`config.mk`:
```
export PLATFORM = sky130hd
export DESIGN_NAME = uart_tx_buffer_flat
export DESIGN_NICKNAME = d
export VERILOG_FILES = /design/src/rtl/uart_tx_buffer_pkg.sv /design/src/rtl/uart_tx_buffer_if.sv /design/src/rtl/uart_tx_buffer_sync_fifo.sv /design/src/rtl/uart_tx_buffer.sv /design/src/flat_wrapper.sv
export SDC_FILE = /design/constraint.sdc
export NUM_CORES = 1
export LEC_CHECK = 0
export ABC_CLOCK_PERIOD_IN_PS = 7200
export CELL_PAD_IN_SITES_DETAIL_PLACEMENT = 1
export CELL_PAD_IN_SITES_GLOBAL_PLACEMENT = 2
export CORE_MARGIN = 2
export CORE_UTILIZATION = 24
export CTS_BUF_LIST = sky130_fd_sc_hd__clkbuf_8 sky130_fd_sc_hd__clkbuf_16
export DETAILED_ROUTE_END_ITERATION = 10
export DONT_BUFFER_PORTS = 1
export PLACE_DENSITY_LB_ADDON = 0.1
export SYNTH_ARGS = -nofsm -noshare
export SYNTH_HDL_FRONTEND = slang
export SYNTH_SLANG_ARGS = --single-unit
```
`constraint.sdc`:
```
create_clock -name CLK -period 7.2 [get_ports CLK]
set_input_delay 2.16 -clock CLK [delete_from_list [all_inputs] [get_ports CLK]]
set_output_delay 2.16 -clock CLK [all_outputs]
set_load 0.03 [all_outputs]
```
`src/rtl/uart_tx_buffer_pkg.sv`:
```
// Shared definitions for the UART transmit buffer: send-sequencer state
// encodings and the default FIFO depth.
package uart_tx_buffer_pkg;

  localparam int unsigned DEPTH_LOG2_DEF = 4;
  localparam int unsigned DATA_W_DEF     = 8;

  typedef logic [1:0] state_t;

  localparam state_t IDLE      = 2'd0;
  localparam state_t ISSUE     = 2'd1;
  localparam state_t WAIT_BUSY = 2'd2;
  localparam state_t WAIT_DONE = 2'd3;

endpackage

```
`src/rtl/uart_tx_buffer_if.sv`:
```
// Bus bundle between the byte producer / UART transmitter and the buffer.
// master: producer + transmitter side (drives WR_EN, WR_DATA, TX_READY).
// slave : buffer side (drives FULL, EMPTY, COUNT, OVERFLOW, BUSY, TX_SEND, TX_DATA).
interface uart_tx_buffer_if
  import uart_tx_buffer_pkg::*;
#(
  parameter int unsigned DEPTH_LOG2 = DEPTH_LOG2_DEF,
  parameter int unsigned DATA_W     = DATA_W_DEF
);

  logic              WR_EN;
  logic [DATA_W-1:0] WR_DATA;
  logic              FULL;
  logic              EMPTY;
  logic [DEPTH_LOG2:0] COUNT;
  logic              OVERFLOW;
  logic              BUSY;
  logic              TX_READY;
  logic              TX_SEND;
  logic [DATA_W-1:0] TX_DATA;

  modport master (
    output WR_EN, WR_DATA, TX_READY,
    input  FULL, EMPTY, COUNT, OVERFLOW, BUSY, TX_SEND, TX_DATA
  );

  modport slave (
    input  WR_EN, WR_DATA, TX_READY,
    output FULL, EMPTY, COUNT, OVERFLOW, BUSY, TX_SEND, TX_DATA
  );

endinterface

```
`src/rtl/uart_tx_buffer_sync_fifo.sv`:
```
// Synchronous FIFO with registered occupancy flags; no fall-through.
// Ports: CLK, RST (sync active-high), push/din write side, pop/dout read side
// (dout is the current head), full/empty/count registered status.
module uart_tx_buffer_sync_fifo #(
  parameter int unsigned DEPTH_LOG2 = 4,
  parameter int unsigned DATA_W     = 8
) (
  input  logic              CLK,
  input  logic              RST,
  input  logic              push,
  input  logic              pop,
  input  logic [DATA_W-1:0] din,
  output logic [DATA_W-1:0] dout,
  output logic              full,
  output logic              empty,
  output logic [DEPTH_LOG2:0] count
);

  localparam int unsigned DEPTH = 1 << DEPTH_LOG2;
  localparam int unsigned PW    = DEPTH_LOG2;
  localparam int unsigned CW    = DEPTH_LOG2 + 1;

  logic [DATA_W-1:0] mem [DEPTH];
  logic [PW-1:0]     wrPtr;
  logic [PW-1:0]     rdPtr;
  logic [CW-1:0]     countNext;
  logic              pushOk;
  logic              popOk;

  // A push while full is dropped even if a pop happens in the same cycle.
  assign pushOk = push & ~full;
  assign popOk  = pop & ~empty;
  assign dout   = mem[rdPtr];

  always_comb begin
    countNext = count;
    case ({pushOk, popOk})
      2'b10:   countNext = count + CW'(1);
      2'b01:   countNext = count - CW'(1);
      default: countNext = count;
    endcase
  end

  // Pointers, occupancy and flags.
  always_ff @(posedge CLK) begin
    if (RST) begin
      wrPtr <= '0;
      rdPtr <= '0;
      count <= '0;
      full  <= 1'b0;
      empty <= 1'b1;
    end else begin
      if (pushOk) wrPtr <= wrPtr + PW'(1);
      if (popOk)  rdPtr <= rdPtr + PW'(1);
      count <= countNext;
      full  <= (countNext == CW'(DEPTH));
      empty <= (countNext == '0);
    end
  end

  // Storage array; contents are don't-care until written.
  always_ff @(posedge CLK) begin
    if (pushOk) mem[wrPtr] <= din;
  end

endmodule

```
`src/rtl/uart_tx_buffer.sv`:
```
// Byte buffer and send sequencer in front of the UART transmitter.
// Ports: CLK, RST (sync active-high), bus (slave modport): WR_EN/WR_DATA
// write strobe, FULL/EMPTY/COUNT/OVERFLOW status, BUSY (sequencer not idle),
// TX_READY/TX_SEND/TX_DATA transmitter handshake.
module uart_tx_buffer
  import uart_tx_buffer_pkg::*;
#(
  parameter int unsigned DEPTH_LOG2 = DEPTH_LOG2_DEF,
  parameter int unsigned DATA_W     = DATA_W_DEF
) (
  input  logic             CLK,
  input  logic             RST,
  uart_tx_buffer_if.slave  bus
);

  state_t              state;
  state_t              stateNext;
  logic                popC;
  logic                sendNext;
  logic                busyNext;
  logic                overflowNext;
  logic                txSend;
  logic                busy;
  logic                overflow;
  logic [DATA_W-1:0]   txData;
  logic [DATA_W-1:0]   fifoDout;
  logic                fifoFull;
  logic                fifoEmpty;
  logic [DEPTH_LOG2:0] fifoCount;

  uart_tx_buffer_sync_fifo #(
    .DEPTH_LOG2 (DEPTH_LOG2),
    .DATA_W     (DATA_W)
  ) uFifo (
    .CLK   (CLK),
    .RST   (RST),
    .push  (bus.WR_EN),
    .pop   (popC),
    .din   (bus.WR_DATA),
    .dout  (fifoDout),
    .full  (fifoFull),
    .empty (fifoEmpty),
    .count (fifoCount)
  );

  assign bus.FULL     = fifoFull;
  assign bus.EMPTY    = fifoEmpty;
  assign bus.COUNT    = fifoCount;
  assign bus.OVERFLOW = overflow;
  assign bus.BUSY     = busy;
  assign bus.TX_SEND  = txSend;
  assign bus.TX_DATA  = txData;

  // State register plus registered outputs.
  always_ff @(posedge CLK) begin
    if (RST) begin
      state    <= IDLE;
      txSend   <= 1'b0;
      busy     <= 1'b0;
      overflow <= 1'b0;
      txData   <= '0;
    end else begin
      state    <= stateNext;
      txSend   <= sendNext;
      busy     <= busyNext;
      overflow <= overflowNext;
      if (popC) txData <= fifoDout;
    end
  end

  // Next-state logic; the transmitter drops READY one cycle after SEND.
  always_comb begin
    stateNext = state;
    case (state)
      IDLE:      if (!fifoEmpty && bus.TX_READY) stateNext = ISSUE;
      ISSUE:     stateNext = WAIT_BUSY;
      WAIT_BUSY: if (!bus.TX_READY) stateNext = WAIT_DONE;
      WAIT_DONE: if (bus.TX_READY) stateNext = IDLE;
      default:   stateNext = IDLE;
    endcase
  end

  // Output decode; SEND is high only for the single cycle spent in ISSUE.
  always_comb begin
    popC         = 1'b0;
    sendNext     = 1'b0;
    busyNext     = 1'b0;
    overflowNext = overflow;
    popC         = (state == IDLE) && !fifoEmpty && bus.TX_READY;
    sendNext     = (stateNext == ISSUE);
    busyNext     = (stateNext != IDLE);
    overflowNext = overflow | (bus.WR_EN & fifoFull);
  end

endmodule

```
`src/flat_wrapper.sv`:
```
// flat-port wrapper written by rule: the top's interface ports become plain ports
module uart_tx_buffer_flat import uart_tx_buffer_pkg::*;
#(
  parameter int unsigned DEPTH_LOG2 = DEPTH_LOG2_DEF,
  parameter int unsigned DATA_W     = DATA_W_DEF
)
  (CLK, RST, bus_WR_EN, bus_WR_DATA, bus_TX_READY, bus_FULL, bus_EMPTY, bus_COUNT, bus_OVERFLOW, bus_BUSY, bus_TX_SEND, bus_TX_DATA);
  uart_tx_buffer_if #(.DEPTH_LOG2(DEPTH_LOG2), .DATA_W(DATA_W)) bus_i ();
  input  logic CLK;
  input  logic RST;
  input wire logic [$bits(bus_i.WR_EN)-1:0] bus_WR_EN;
  input wire logic [$bits(bus_i.WR_DATA)-1:0] bus_WR_DATA;
  input wire logic [$bits(bus_i.TX_READY)-1:0] bus_TX_READY;
  output wire logic [$bits(bus_i.FULL)-1:0] bus_FULL;
  output wire logic [$bits(bus_i.EMPTY)-1:0] bus_EMPTY;
  output wire logic [$bits(bus_i.COUNT)-1:0] bus_COUNT;
  output wire logic [$bits(bus_i.OVERFLOW)-1:0] bus_OVERFLOW;
  output wire logic [$bits(bus_i.BUSY)-1:0] bus_BUSY;
  output wire logic [$bits(bus_i.TX_SEND)-1:0] bus_TX_SEND;
  output wire logic [$bits(bus_i.TX_DATA)-1:0] bus_TX_DATA;
  assign bus_i.WR_EN = bus_WR_EN;
  assign bus_i.WR_DATA = bus_WR_DATA;
  assign bus_i.TX_READY = bus_TX_READY;
  assign bus_FULL = bus_i.FULL;
  assign bus_EMPTY = bus_i.EMPTY;
  assign bus_COUNT = bus_i.COUNT;
  assign bus_OVERFLOW = bus_i.OVERFLOW;
  assign bus_BUSY = bus_i.BUSY;
  assign bus_TX_SEND = bus_i.TX_SEND;
  assign bus_TX_DATA = bus_i.TX_DATA;
  uart_tx_buffer #(.DEPTH_LOG2(DEPTH_LOG2), .DATA_W(DATA_W)) u_core (.CLK(CLK), .RST(RST), .bus(bus_i));
endmodule
```
# [After elaboration in Yosys (flattened, before gate mapping)]
# Memory sizes are Yosys's and may differ from the RTL's. A register that Yosys moved wholly into a read port is not among the register bits.
# Cells that the tools add are included.
[totals] reg_bits=20 ram_bits=128 input_bits=12 output_inout_bits=18 wordCells=41 mem_count=1
[mem_list] name="u_core.uFifo.mem" depth=16 width=8 rd=1 rd_ports_with_merged_regs=1 write_ports=1 line="uart_tx_buffer_sync_fifo.sv:23" source="logic [DATA_W-1:0] mem [DEPTH];"
[classes] add_sub_neg=4 eq_ne=7 n_mux=7 bitwise_logic=6 n_reduce_logical=7
[ops] operator="5-bit one-hot mux with 2 select lines" n=1
[ops] operator="4-bit by 1-bit adder with 4-bit output (second input constant)" n=2
[ops] operator="2-bit one-hot mux with 4 select lines" n=1
[ops] operator="2-bit by 1-bit == test with 1-bit output (second input constant)" n=3
[ops] operator="2-bit == test (second input constant)" n=3
[ops] operator="2-bit 2-to-1 mux" n=3
[ops] operator="5-bit by 1-bit adder with 5-bit output (second input constant)" n=1
[ops] operator="5-bit == test (second input constant)" n=1
[ops] operator="5-bit zero test" n=1
[ops] operator="5-bit by 1-bit subtractor with 5-bit output (second input constant)" n=1
[ops] operator="1-bit bitwise AND" n=3
[ops] operator="1-bit logical AND" n=3
[ops] operator="2-bit zero test" n=1
[ops] operator="1-bit 2-to-1 mux" n=2
[ops] operator="1-bit NOT" n=2
[ops] operator="2-bit nonzero test" n=1
[ops] operator="1-bit zero test" n=1
[ops] operator="1-bit bitwise OR" n=1

# [Longest topological paths before layout]
# Gate-level depths: netlist of run 1.
[depth] word_depth=7 ltp_mapped=10 mapped_depth_nobuf=9

# [Cells and area by module]
# From an unflattened synthesis of run 1, not the netlist that was laid out.
[hier_totals] hier_cells=354 hier_area_um2=6376.1
[by_module_without_submodules] mod="uart_tx_buffer_sync_fifo" n_inst=1 cells_per_inst=303 area_each_um2=5833.1 seq_area_each_um2=4224.1
[by_module_without_submodules] mod="uart_tx_buffer" n_inst=1 cells_per_inst=51 area_each_um2=543.0 seq_area_each_um2=260.2

# [Worst setup path before layout of run 1]
# No wires, ideal clock.
[synth_timing] kind="input to register" from="input bus_WR_EN" to="register u_core.uFifo.full" setup_ns=0.086 arrival_ns=4.040 required_ns=7.114 setup_slack_ns=3.074 path_stages=9 n_path_buf=1 path_cell_list="nor2b_1 > clkbuf_1 > inv_1 > ha_1 > fa_1 > xor2_1 > nor4b_1 > o211ai_1 > a211oi_1"
[synth_via] elab_chain_len=4 elab_cells_between_ends=5 classes_between="3 x eq/ne; 1 x mux; 1 x bitwise"
[synth_lines] item="from (decl)" line="flat_wrapper.sv:11" source="input wire logic [$bits(bus_i.WR_EN)-1:0] bus_WR_EN;"
[synth_lines] item="1-bit bitwise AND (*)" line="uart_tx_buffer_sync_fifo.sv:31" source="assign pushOk = push & ~full;"
[synth_lines] item="2-bit by 1-bit == test with 1-bit output / 2-bit == test (equally long branches)" line="uart_tx_buffer_sync_fifo.sv:37" source="case ({pushOk, popOk})"
[synth_lines] item="5-bit one-hot mux with 2 select lines (*)" line="uart_tx_buffer_sync_fifo.sv:37"
[synth_lines] item="5-bit == test (*)" line="uart_tx_buffer_sync_fifo.sv:56" source="full <= (countNext == CW'(DEPTH));"
[synth_lines] item="to (signal assigned)" line="uart_tx_buffer_sync_fifo.sv:56"
[synth_lines] item="to (decl)" line="uart_tx_buffer_sync_fifo.sv:14" source="output logic full,"
# Every way passes the cells marked *; elsewhere a longest branch is shown, timed or not.
# A chain may end at the register's enable or synchronous reset.

# [Final worst setup path of run 1]
# Ends and elaborated chain as after synthesis.

==> results.cfg, run 1 <==
[outcome]
status = finished clean

[clock_network]
clock_sinks = 156
cts-resized-gates = 0
worst_skew_pair.late_latency_ns = 0.42
post-cts-setup-buffers = 0
worst_setup_hold_path_clk_slew_ns = 0.07
post_cts_hold_buffer_count = 0
cts_buffers = 17
cts_root_buffer = sky130_fd_sc_hd__clkbuf_16
cts_tree = built
cts-htree-levels = 4
clock_path_buffers = 2

[sta]
finalHoldWorstSlack_ns = 0.511
final_period_minus_worst_setup_slack_ns = 4.05
finalMaxSlewViolations = 0
final_min_period_over_clock_period_pct = 56.3
fin_tns_setup_ns = 0
maxSlewHeadroom_pct = 30.1
number_of_hold_violations_in_the_final_report = 0
finClkSkew_ns = 0.0127
rsz0062_at_grt = false
tightest_slew_ns = 1.04
max_freq_mhz = 247
final-setup-viol-count = 0

[logic_synthesis]
yosysTopAreaCell = sky130_fd_sc_hd__edfxtp_1
postSynthAreaPerCell_um2 = 18.4
synth_nets = 360
synth_largest_type_area_fraction_pct = 61.8
synth_common_cells = sky130_fd_sc_hd__edfxtp_1, sky130_fd_sc_hd__dfxtp_1, sky130_fd_sc_hd__nor2_1, sky130_fd_sc_hd__mux4_2, sky130_fd_sc_hd__mux2i_1
synth_cell_type_count = 41
top_flip_flop_cell_by_instance_count_after_synthesis = sky130_fd_sc_hd__edfxtp_1
yosys-top-cells-area = sky130_fd_sc_hd__edfxtp_1, sky130_fd_sc_hd__mux4_2, sky130_fd_sc_hd__dfxtp_1
number_of_instances_in_the_synthesized_netlist = 338
synthMostInstantiatedCell = sky130_fd_sc_hd__edfxtp_1
ys_async_rst_share_pct = 0
seq_area_frac_synth_pct = 70.8
synth-seq-cells = 156
syn_area_um2 = 6220
ys_warn_count = 0
synth_enable_flop_cells = 128

[floorplan]
boundaryPins = 30
die_area_um2 = 27200
die_width_um = 165
fp.dieH_um = 165
initial_utilization_pct = 24.6
placeableCoreArea_um2 = 25300
rows = 58

[min_path]
worst_hold_path_type = reg2reg

[routing]
drt.antenna.violating_nets = 0
drt_first_pass_iters = 6
routed_wl_um = 14300
detail_route.vias_per_cell = 4.37
remaining_drc_errors = 0
dr_total_vias = 3004
drt_iter0_drc = 196
wire_per_inst_um = 20.8

[finish]
drive_above_1_share_pct = 17.9
n_antenna_cell = 0
syn2layout_area_growth_pct = 14.6
final_cells = 687
num-nets-final = 366

[grt]
gr-total-overflow = 0
grt_max_degree = 35
grt_util_all_layers_pct = 11.4
grt_pass1_wl_um = 21700
number_of_antenna_violations_at_the_first_check_in_global_routing = 0
number_of_global_route_vias_before_repair = 3341

[power_and_ir_drop]
power.density_nw_per_um2 = 321
switching_power_of_the_nets_uw = 605
power_leakage_uw = 0.00226
p_comb_share_pct = 10.1
clkPwrFrac_pct = 40.3
peakVddDrop_v = 0.000120
power_switching_share_pct = 26.5
power.share.sequential_pct = 49.6
cell_internal_pwr_uw = 1680

[place]
place.port_buffers = 0
post-place-cells = 655
gp_weighted_congestion = 0.674
detail_placement_hpwl_um = 9350

[setup_path]
category_of_the_worst_setup_path_launch_point = input port
worst_ep_required_ns = 7.54
setup.worst_path.class = in2reg
critPathCaptureType = register
critPathMaxFanout = 9
worst-endpoint-arrival_ns = 4.40

[job]
max-cap-violations = 0
## area by class of cell
cell class / instances / area, µm²
fillers: 2616 / 18200
flip-flops and latches: 156 / 4410
multi-input cells: 159 / 1660
clock buffers: 17 / 425
well taps: 330 / 413
clock inverters: 15 / 171
repair buffers: 6 / 45.0
inverters: 4 / 15.0
## metal layers
metal | global-route usage, % | part of all wire (%) | vias to the layer above
met3 | 2.86 | 3.5 | 9
met5 | 0 | 0 | -
met1 | 14.8 | 47 | 1592
met2 | 18.5 | 48 | 43
li1 | - | - | 1360
met4 | 3.79 | 1.1 | 0
## path summary, 6_finish.rpt
kind,from,endpoint,slack [ns],cells past startpoint
worst min register to register,u_core.state[1],u_core.state[0],0.51,2
worst max-delay path,bus_WR_EN,u_core.uFifo.full,3.15,8
worst max register to register,u_core.uFifo.full,u_core.uFifo.full,4.41,8
worst min-delay path,u_core.state[1],u_core.state[0],0.51,2
## cells by family (layout without fill, tap and decap cells)
| logic type | after synthesis | count (layout) | synth area share [%] |
|---|---|---|---|
| buffers and inverters | 23 | 42 | 2.63 |
| multiplexers | 51 | 51 | 15.1 |
| adder cells (fa/ha/maj) | 10 | 10 | 2.13 |
| flip-flops | 156 | 156 | 70.8 |
| XOR/XNOR | 8 | 8 | 1.13 |
| AND/OR/NAND/NOR | 59 | 59 | 4.62 |
| AO/OA/AOI/OAI | 31 | 31 | 3.66 |
## power groups by stage
stage	registers (µW)	clock network, µW	logic (µW)
6_report	1140	921	231
5_1_grt	1150	985	261
2_1_floorplan	1120	0	217
4_1_cts	1140	945	238
3_5_place_dp	1160	0	236
3_3_place_gp	1160	0	237
## state kept, by name, summed over array words and instances (netlist names)
| register | count |
|---|---|
| u_core.bus.TX_SEND | 1 |
| u_core.uFifo.wrPtr | 4 |
| u_core.bus.OVERFLOW | 1 |
| u_core.bus.TX_DATA | 8 |
| u_core.uFifo.mem | 128 |
| u_core.state | 2 |
| u_core.bus.BUSY | 1 |
| u_core.uFifo.empty | 1 |
| u_core.uFifo.count | 5 |
| u_core.uFifo.rdPtr | 4 |
| u_core.uFifo.full | 1 |
## per-stage QoR
| stage | setup slack, ns | total power (µW) | util (%) | area, µm² |
|---|---|---|---|---|
| finish | 3.15 | 2290 | 28.2 | 7130 |
| global route | 2.87 | 2390 | 28.2 | 7130 |
| CTS | 3.12 | 2320 | 28.2 | 7130 |
| detailed placement | 2.68 | 1400 | 25.8 | 6540 |
| global placement | 2.67 | 1400 | 25.8 | 6540 |
| floorplan | 3.07 | 1330 | - | 6220 |
## critical path, stage by stage
cell                       delay (ns)
sky130_fd_sc_hd__nor2b_1         0.51
sky130_fd_sc_hd__inv_1           0.10
sky130_fd_sc_hd__ha_1            0.32
sky130_fd_sc_hd__ha_1            0.38
sky130_fd_sc_hd__nor4b_1         0.17
sky130_fd_sc_hd__a211oi_1        0.38
sky130_fd_sc_hd__o211ai_1        0.15
sky130_fd_sc_hd__a211oi_1        0.22
## cell usage in the layout, fill, tap and decap left out, types with 3 or more instances in the layout
master | Yosys | layout
sky130_fd_sc_hd__mux4_1 | 7 | 7
sky130_fd_sc_hd__nor3_1 | 5 | 5
sky130_fd_sc_hd__a221oi_1 | 8 | 8
sky130_fd_sc_hd__dfxtp_1 | 28 | 26
sky130_fd_sc_hd__nor4b_1 | 3 | 3
sky130_fd_sc_hd__inv_6 | 0 | 4
sky130_fd_sc_hd__nor2_1 | 27 | 27
sky130_fd_sc_hd__bufinv_16 | 0 | 3
sky130_fd_sc_hd__inv_1 | 3 | 5
sky130_fd_sc_hd__clkinvlp_4 | 0 | 4
sky130_fd_sc_hd__o21bai_1 | 8 | 8
sky130_fd_sc_hd__nand2_1 | 8 | 8
sky130_fd_sc_hd__clkbuf_16 | 0 | 17
sky130_fd_sc_hd__nand2b_1 | 3 | 3
sky130_fd_sc_hd__mux4_2 | 25 | 25
sky130_fd_sc_hd__edfxtp_1 | 128 | 128
sky130_fd_sc_hd__a21oi_1 | 8 | 8
sky130_fd_sc_hd__buf_4 | 1 | 6
sky130_fd_sc_hd__nor3b_1 | 3 | 3
sky130_fd_sc_hd__ha_1 | 9 | 9
sky130_fd_sc_hd__mux2i_1 | 19 | 19
sky130_fd_sc_hd__xor2_1 | 6 | 6
(Power assumes the default switching activity.)
==> run 2, diff against run 1 <==
--- a/config.mk
+++ b/config.mk
@@ -5,7 +5,7 @@
 export SDC_FILE = /design/constraint.sdc
 export NUM_CORES = 1
 export LEC_CHECK = 0
-export ABC_CLOCK_PERIOD_IN_PS = 7200
+export ABC_CLOCK_PERIOD_IN_PS = 3430
 export CELL_PAD_IN_SITES_DETAIL_PLACEMENT = 1
 export CELL_PAD_IN_SITES_GLOBAL_PLACEMENT = 2
 export CORE_MARGIN = 2
==> constraint.sdc (replaced) <==
create_clock -name CLK -period 3.43 [get_ports CLK]
set_input_delay 1.029 -clock CLK [delete_from_list [all_inputs] [get_ports CLK]]
set_output_delay 1.029 -clock CLK [all_outputs]
set_load 0.03 [all_outputs]
==> run 2 against run 1 <==
Effect of this change:
- worst hold slack got worse by 0.0061 ns
- sequential share of layout area decreased by 0.86 points
- worst setup slack got worse by 2.3 ns
- core utilization increased by 0.40 points
- combinational power increased by 120%
- critical path depth unchanged
- flip-flop and latch count unchanged
==> results.cfg, run 2 (synthesized netlist as in run 1, its figures left out) <==
[outcome]
status = finished clean

[power_and_ir_drop]
power.density_nw_per_um2 = 658
power_leakage_uw = 0.00233
peakVddDrop_v = 0.000252

[sta]
final_period_minus_worst_setup_slack_ns = 2.60
tightest_slew_ns = 0.825
finalMaxSlewViolations = 0
number_of_hold_violations_in_the_final_report = 0
maxSlewHeadroom_pct = 45.0
final-setup-viol-count = 0
finalHoldWorstSlack_ns = 0.505
max_freq_mhz = 384
final_min_period_over_clock_period_pct = 75.8
fin_tns_setup_ns = 0
finClkSkew_ns = 0.0118
rsz0062_at_grt = false

[grt]
grt_use_met2_pct = 18.8
grt_max_degree = 35
globalRouteMet3Util_pct = 3.34
met1_usage_pct = 15.0
number_of_antenna_violations_at_the_first_check_in_global_routing = 0
grt_util_all_layers_pct = 11.6
number_of_global_route_vias_before_repair = 3326
gr-total-overflow = 0
grt_pass1_wl_um = 21700
grt_most_used_layer = met2

[min_path]
worst_hold_path.num_cells = 2
holdPathEnd = u_core.state[0]
worstHoldStart = u_core.state[1]
worst_hold_path_type = reg2reg

[finish]
num-nets-final = 381
max_flop_register = u_core.uFifo.mem
fillCellCount = 2582
sequential_cell_area_um2 = 4410
multi_input_comb_area_um2 = 1660
syn2layout_area_growth_pct = 16.2
final_common_cell = sky130_fd_sc_hd__edfxtp_1
finalInstanceArea_um2 = 7230
mostFrequentLayoutCells = sky130_fd_sc_hd__edfxtp_1, sky130_fd_sc_hd__nor2_1, sky130_fd_sc_hd__dfxtp_1
n_antenna_cell = 0
flip_flop_count_of_the_largest_register_all_copies_and_words_added = 128
drive_above_1_share_pct = 21.5

[place]
place.port_buffers = 0
dpl-instance-area_um2 = 6650
detail_placement_hpwl_um = 9430
gp_weighted_congestion = 0.668

[setup_path]
rr_endpoint = u_core.uFifo.full
r2r-start = u_core.uFifo.empty
reg2regPathDepth = 8
critPathMaxFanout = 6
critical_path.cell_chain = nand3b_1 -> inv_2 -> ha_1 -> fa_1 -> xor2_1 -> nor4b_1 -> o211ai_1 -> a211oi_1
worst-endpoint-arrival_ns = 2.93
crit_path_top_delay_cell = sky130_fd_sc_hd__dfxtp_1
category_of_the_worst_setup_path_launch_point = register
worst_ep_required_ns = 3.76
setup.worst_path.class = reg2reg
worst_path_dominant_cell_family = adder cells
reg2reg_slack_ns = 0.83
crit_path_max_incr_delay_ns = 0.54
critPathCaptureType = register
number_of_buffer_and_inverter_stages_on_the_critical_path = 1

[clock_network]
cts_root_buffer = sky130_fd_sc_hd__clkbuf_16
post_cts_hold_buffer_count = 0
worst_skew_pair.late_latency_ns = 0.42
cts-resized-gates = 0
cts_tree = built
cts_buffers = 17
clock_path_buffers = 2
clock_sinks = 156
worst_setup_hold_path_clk_slew_ns = 0.07
cts-htree-levels = 4
post-cts-setup-buffers = 0

[floorplan]
die_area_um2 = 27200
initial_utilization_pct = 24.6
placeableCoreArea_um2 = 25300
fp.dieH_um = 165
boundaryPins = 30
rows = 58
die_width_um = 165

[job]
max-cap-violations = 0

[routing]
drt_first_pass_iters = 4
drt.antenna.violating_nets = 0
remaining_drc_errors = 0
routed_wl_um = 14600
detail_route.vias_per_cell = 4.29
drt_iter0_drc = 152
dr_total_vias = 3014
wire_per_inst_um = 20.8
-- run 2: changes by cell type in the layout (fill, tap and decap cells not counted), sizes merged --
| cell | before | now |
|---|---|---|
| clkinvlp | 4 | 5 |
| bufinv | 3 | 2 |
| clkinv | 2 | 1 |
| clkbuf | 17 | 18 |
| buf | 6 | 21 |
-- run 2: cell type report --
class / instances / area share, %
Clock buffer: 18 / 6.07
Inverter: 4 / 0.208
Timing Repair Buffer: 21 / 2.18
Tap cell: 330 / 5.71
Clock inverter: 14 / 2.01
Sequential cell: 156 / 60.9
Multi-Input combinational cell: 159 / 22.9
-- run 2: report_power, final --
group | leakage, µW | internal (µW) | switching [µW] | total, µW
sequential | 0.00139 | 2140 | 233 | 2380
combinational | 0.000668 | 253 | 246 | 499
clock | 0.000278 | 1090 | 794 | 1890
-- run 2: through the flow --
stage | instances | util, % | total power (µW) | setup slack [ns]
final | 702 | 28.6 | 4760 | 0.829
after global placement | 670 | 26.2 | 2940 | 0.441
after global routing | 702 | 28.6 | 4980 | 0.617
after detailed placement | 670 | 26.2 | 2940 | 0.402
after CTS | 702 | 28.6 | 4840 | 0.767
after floorplan | 338 | - | 2800 | 0.435
-- run 2: worst max-delay path by stage --
stage | start | end | slack [ns] | cells past startpoint
finish | u_core.uFifo.empty | u_core.uFifo.full | 0.83 | 8
global route | u_core.uFifo.empty | u_core.uFifo.full | 0.62 | 8
CTS | u_core.uFifo.empty | u_core.uFifo.full | 0.77 | 8
detailed placement | bus_TX_READY | u_core.uFifo.full | 0.40 | 8
global placement | bus_TX_READY | u_core.uFifo.full | 0.44 | 8
floorplan | bus_WR_EN | u_core.uFifo.full | 0.44 | 9
-- run 2: layer usage --
metal	up-vias	wire length [µm]
met5	-	0
met4	0	126
met3	6	744
met2	57	7050
met1	1566	6690
li1	1385	-
-- run 2: worst reg2reg max path, stage by stage (launching register included) --
cell and delay (ns):
sky130_fd_sc_hd__dfxtp_1 0.54, sky130_fd_sc_hd__nand3b_1 0.28, sky130_fd_sc_hd__inv_2 0.06, sky130_fd_sc_hd__ha_1 0.27, sky130_fd_sc_hd__fa_1 0.43, sky130_fd_sc_hd__xor2_1 0.17
sky130_fd_sc_hd__nor4b_1 0.39, sky130_fd_sc_hd__o211ai_1 0.15, sky130_fd_sc_hd__a211oi_1 0.23
==> run 3, diff against run 2 <==
--- a/config.mk
+++ b/config.mk
@@ -5,7 +5,7 @@
 export SDC_FILE = /design/constraint.sdc
 export NUM_CORES = 1
 export LEC_CHECK = 0
-export ABC_CLOCK_PERIOD_IN_PS = 3430
+export ABC_CLOCK_PERIOD_IN_PS = 2490
 export CELL_PAD_IN_SITES_DETAIL_PLACEMENT = 1
 export CELL_PAD_IN_SITES_GLOBAL_PLACEMENT = 2
 export CORE_MARGIN = 2
==> constraint.sdc (replaced) <==
create_clock -name CLK -period 2.49 [get_ports CLK]
set_input_delay 0.747 -clock CLK [delete_from_list [all_inputs] [get_ports CLK]]
set_output_delay 0.747 -clock CLK [all_outputs]
set_load 0.03 [all_outputs]
==> run 3 against run 2 <==
Effect of this change:
- count of clock-buffer cells in the layout is 1 lower
- routed wire length rose by 3.9%
- first-iteration DRC count rose by 9.9%
- largest cell class unchanged
- highest routed layer unchanged
==> results.cfg, run 3 (synthesized netlist as in run 1, its figures left out) <==
[outcome]
status = finished clean

[routing]
drt.antenna.violating_nets = 0
drt_iter0_drc = 167
dr_total_vias = 3102
detail_route.vias_per_cell = 4.36
routed_wl_um = 15200
drt_first_pass_iters = 4
remaining_drc_errors = 0
wire_per_inst_um = 21.3

[grt]
gr-total-overflow = 0
grt_pass1_wl_um = 22500
number_of_antenna_violations_at_the_first_check_in_global_routing = 0
number_of_global_route_vias_before_repair = 3300
grt_max_degree = 35
grt_util_all_layers_pct = 11.9

[setup_path]
reg2regPathDepth = 9
critical_path.cell_chain = nor2_1 -> nand3b_1 -> inv_2 -> ha_4 -> ha_1 -> nor4b_1 -> a211oi_1 -> o211a_1 -> a31o_1
critPathMaxFanout = 6
setup.worst_path.class = reg2reg
rr_endpoint = u_core.uFifo.empty
critPathCaptureType = register
critPathLaunch = u_core.state[0]
worst_path_dominant_cell_family = simple AND/OR/NAND/NOR gates
crit_path_end = u_core.uFifo.empty
worstSetupPathDepth = 9
r2r-start = u_core.state[0]
reg2reg_slack_ns = 0.30
number_of_buffer_and_inverter_stages_on_the_critical_path = 1
worst-endpoint-arrival_ns = 2.50
crit_path_top_delay_cell = sky130_fd_sc_hd__nor4b_1
crit_path_max_incr_delay_ns = 0.38
worst_ep_required_ns = 2.81
category_of_the_worst_setup_path_launch_point = register

[clock_network]
post_cts_hold_buffer_count = 0
cts_tree = built
post-cts-setup-buffers = 0
clock_sinks = 156
cts_root_buffer = sky130_fd_sc_hd__clkbuf_16
cts-htree-levels = 4
worst_skew_pair.late_latency_ns = 0.43
worst_setup_hold_path_clk_slew_ns = 0.07
clock_path_buffers = 2
cts-resized-gates = 0
cts_buffers = 17

[power_and_ir_drop]
peakVddDrop_v = 0.000455
power.density_nw_per_um2 = 900
power_leakage_uw = 0.00239

[finish]
finalInstanceArea_um2 = 7360
drive_above_1_share_pct = 24.9
n_antenna_cell = 0
syn2layout_area_growth_pct = 18.2
final_cells = 712
fillCellCount = 2614
mostFrequentLayoutCells = sky130_fd_sc_hd__edfxtp_1, sky130_fd_sc_hd__buf_4, sky130_fd_sc_hd__nor2_1
num-nets-final = 391
max_flop_register = u_core.uFifo.mem
final_common_cell = sky130_fd_sc_hd__edfxtp_1
flip_flop_count_of_the_largest_register_all_copies_and_words_added = 128

[min_path]
worst_hold_path_type = in2reg

[sta]
rsz0062_at_grt = false
fin_tns_setup_ns = 0
final-setup-viol-count = 0
finClkSkew_ns = 0.0122
tightest_slew_ns = 0.679
max_freq_mhz = 457
final_period_minus_worst_setup_slack_ns = 2.19
final_min_period_over_clock_period_pct = 87.8
number_of_hold_violations_in_the_final_report = 0
maxSlewHeadroom_pct = 54.6
final_setup_slack_of_the_worst_path_ns = 0.304
finalMaxSlewViolations = 0

[floorplan]
boundaryPins = 30
initial_utilization_pct = 24.6
placeableCoreArea_um2 = 25300
rows = 58
die_width_um = 165
die_area_um2 = 27200
fp.dieH_um = 165

[place]
place.port_buffers = 0
detail_placement_hpwl_um = 9670
post-place-cells = 680
gp_weighted_congestion = 0.662
place_ws_ns = -0.0875
dpl-instance-area_um2 = 6780

[job]
max-cap-violations = 0
run 3: layer usage:
layer	global-route usage [%]	up-vias	wire (µm)	part of all wire, %
li1	-	1414	-	-
met1	16.2	1628	7480	49
met2	18.6	43	6980	46
met3	3.11	17	502	3.3
met4	3.79	0	219	1.4
met5	0	-	0	0
run 3: report_power, final:
| part | total [µW] | leakage (µW) | switching, µW | internal (µW) |
|---|---|---|---|---|
| sequential | 3200 | 0.00139 | 252 | 2950 |
| clock | 2540 | 0.000285 | 1200 | 1340 |
| combinational | 881 | 0.000720 | 455 | 426 |
| total | 6620 | 0.00239 | 1910 | 4710 |
run 3: stage by stage:
stage	hold slack (ns)	util (%)	total power (µW)
5_1_grt	0.364	29.0	6930
3_5_place_dp	0.499	26.8	4160
2_1_floorplan	0.470	-	3890
4_1_cts	0.365	29.0	6730
6_report	0.384	29.0	6620
3_3_place_gp	0.485	26.8	4160
run 3: how the worst min path moves through the flow:
stage,from,slack [ns],endpoint,cells after the start
global placement,u_core.state[1],0.48,u_core.state[0],2
detailed placement,u_core.state[1],0.50,u_core.state[0],2
global route,RST,0.36,u_core.uFifo.rdPtr[3],1
floorplan,u_core.state[1],0.47,u_core.state[0],2
CTS,RST,0.37,u_core.uFifo.rdPtr[0],1
finish,RST,0.38,u_core.uFifo.rdPtr[0],1
run 3: area by class of cell:
class / instances / area (µm²) / share of cell area (%)
Timing Repair Buffer: 31 / 258 / 3.50
Inverter: 4 / 15.0 / 0.204
Multi-Input combinational cell: 159 / 1690 / 23.0
Clock inverter: 15 / 149 / 2.02
Sequential cell: 156 / 4410 / 59.9
Clock buffer: 17 / 425 / 5.78
Tap cell: 330 / 413 / 5.61
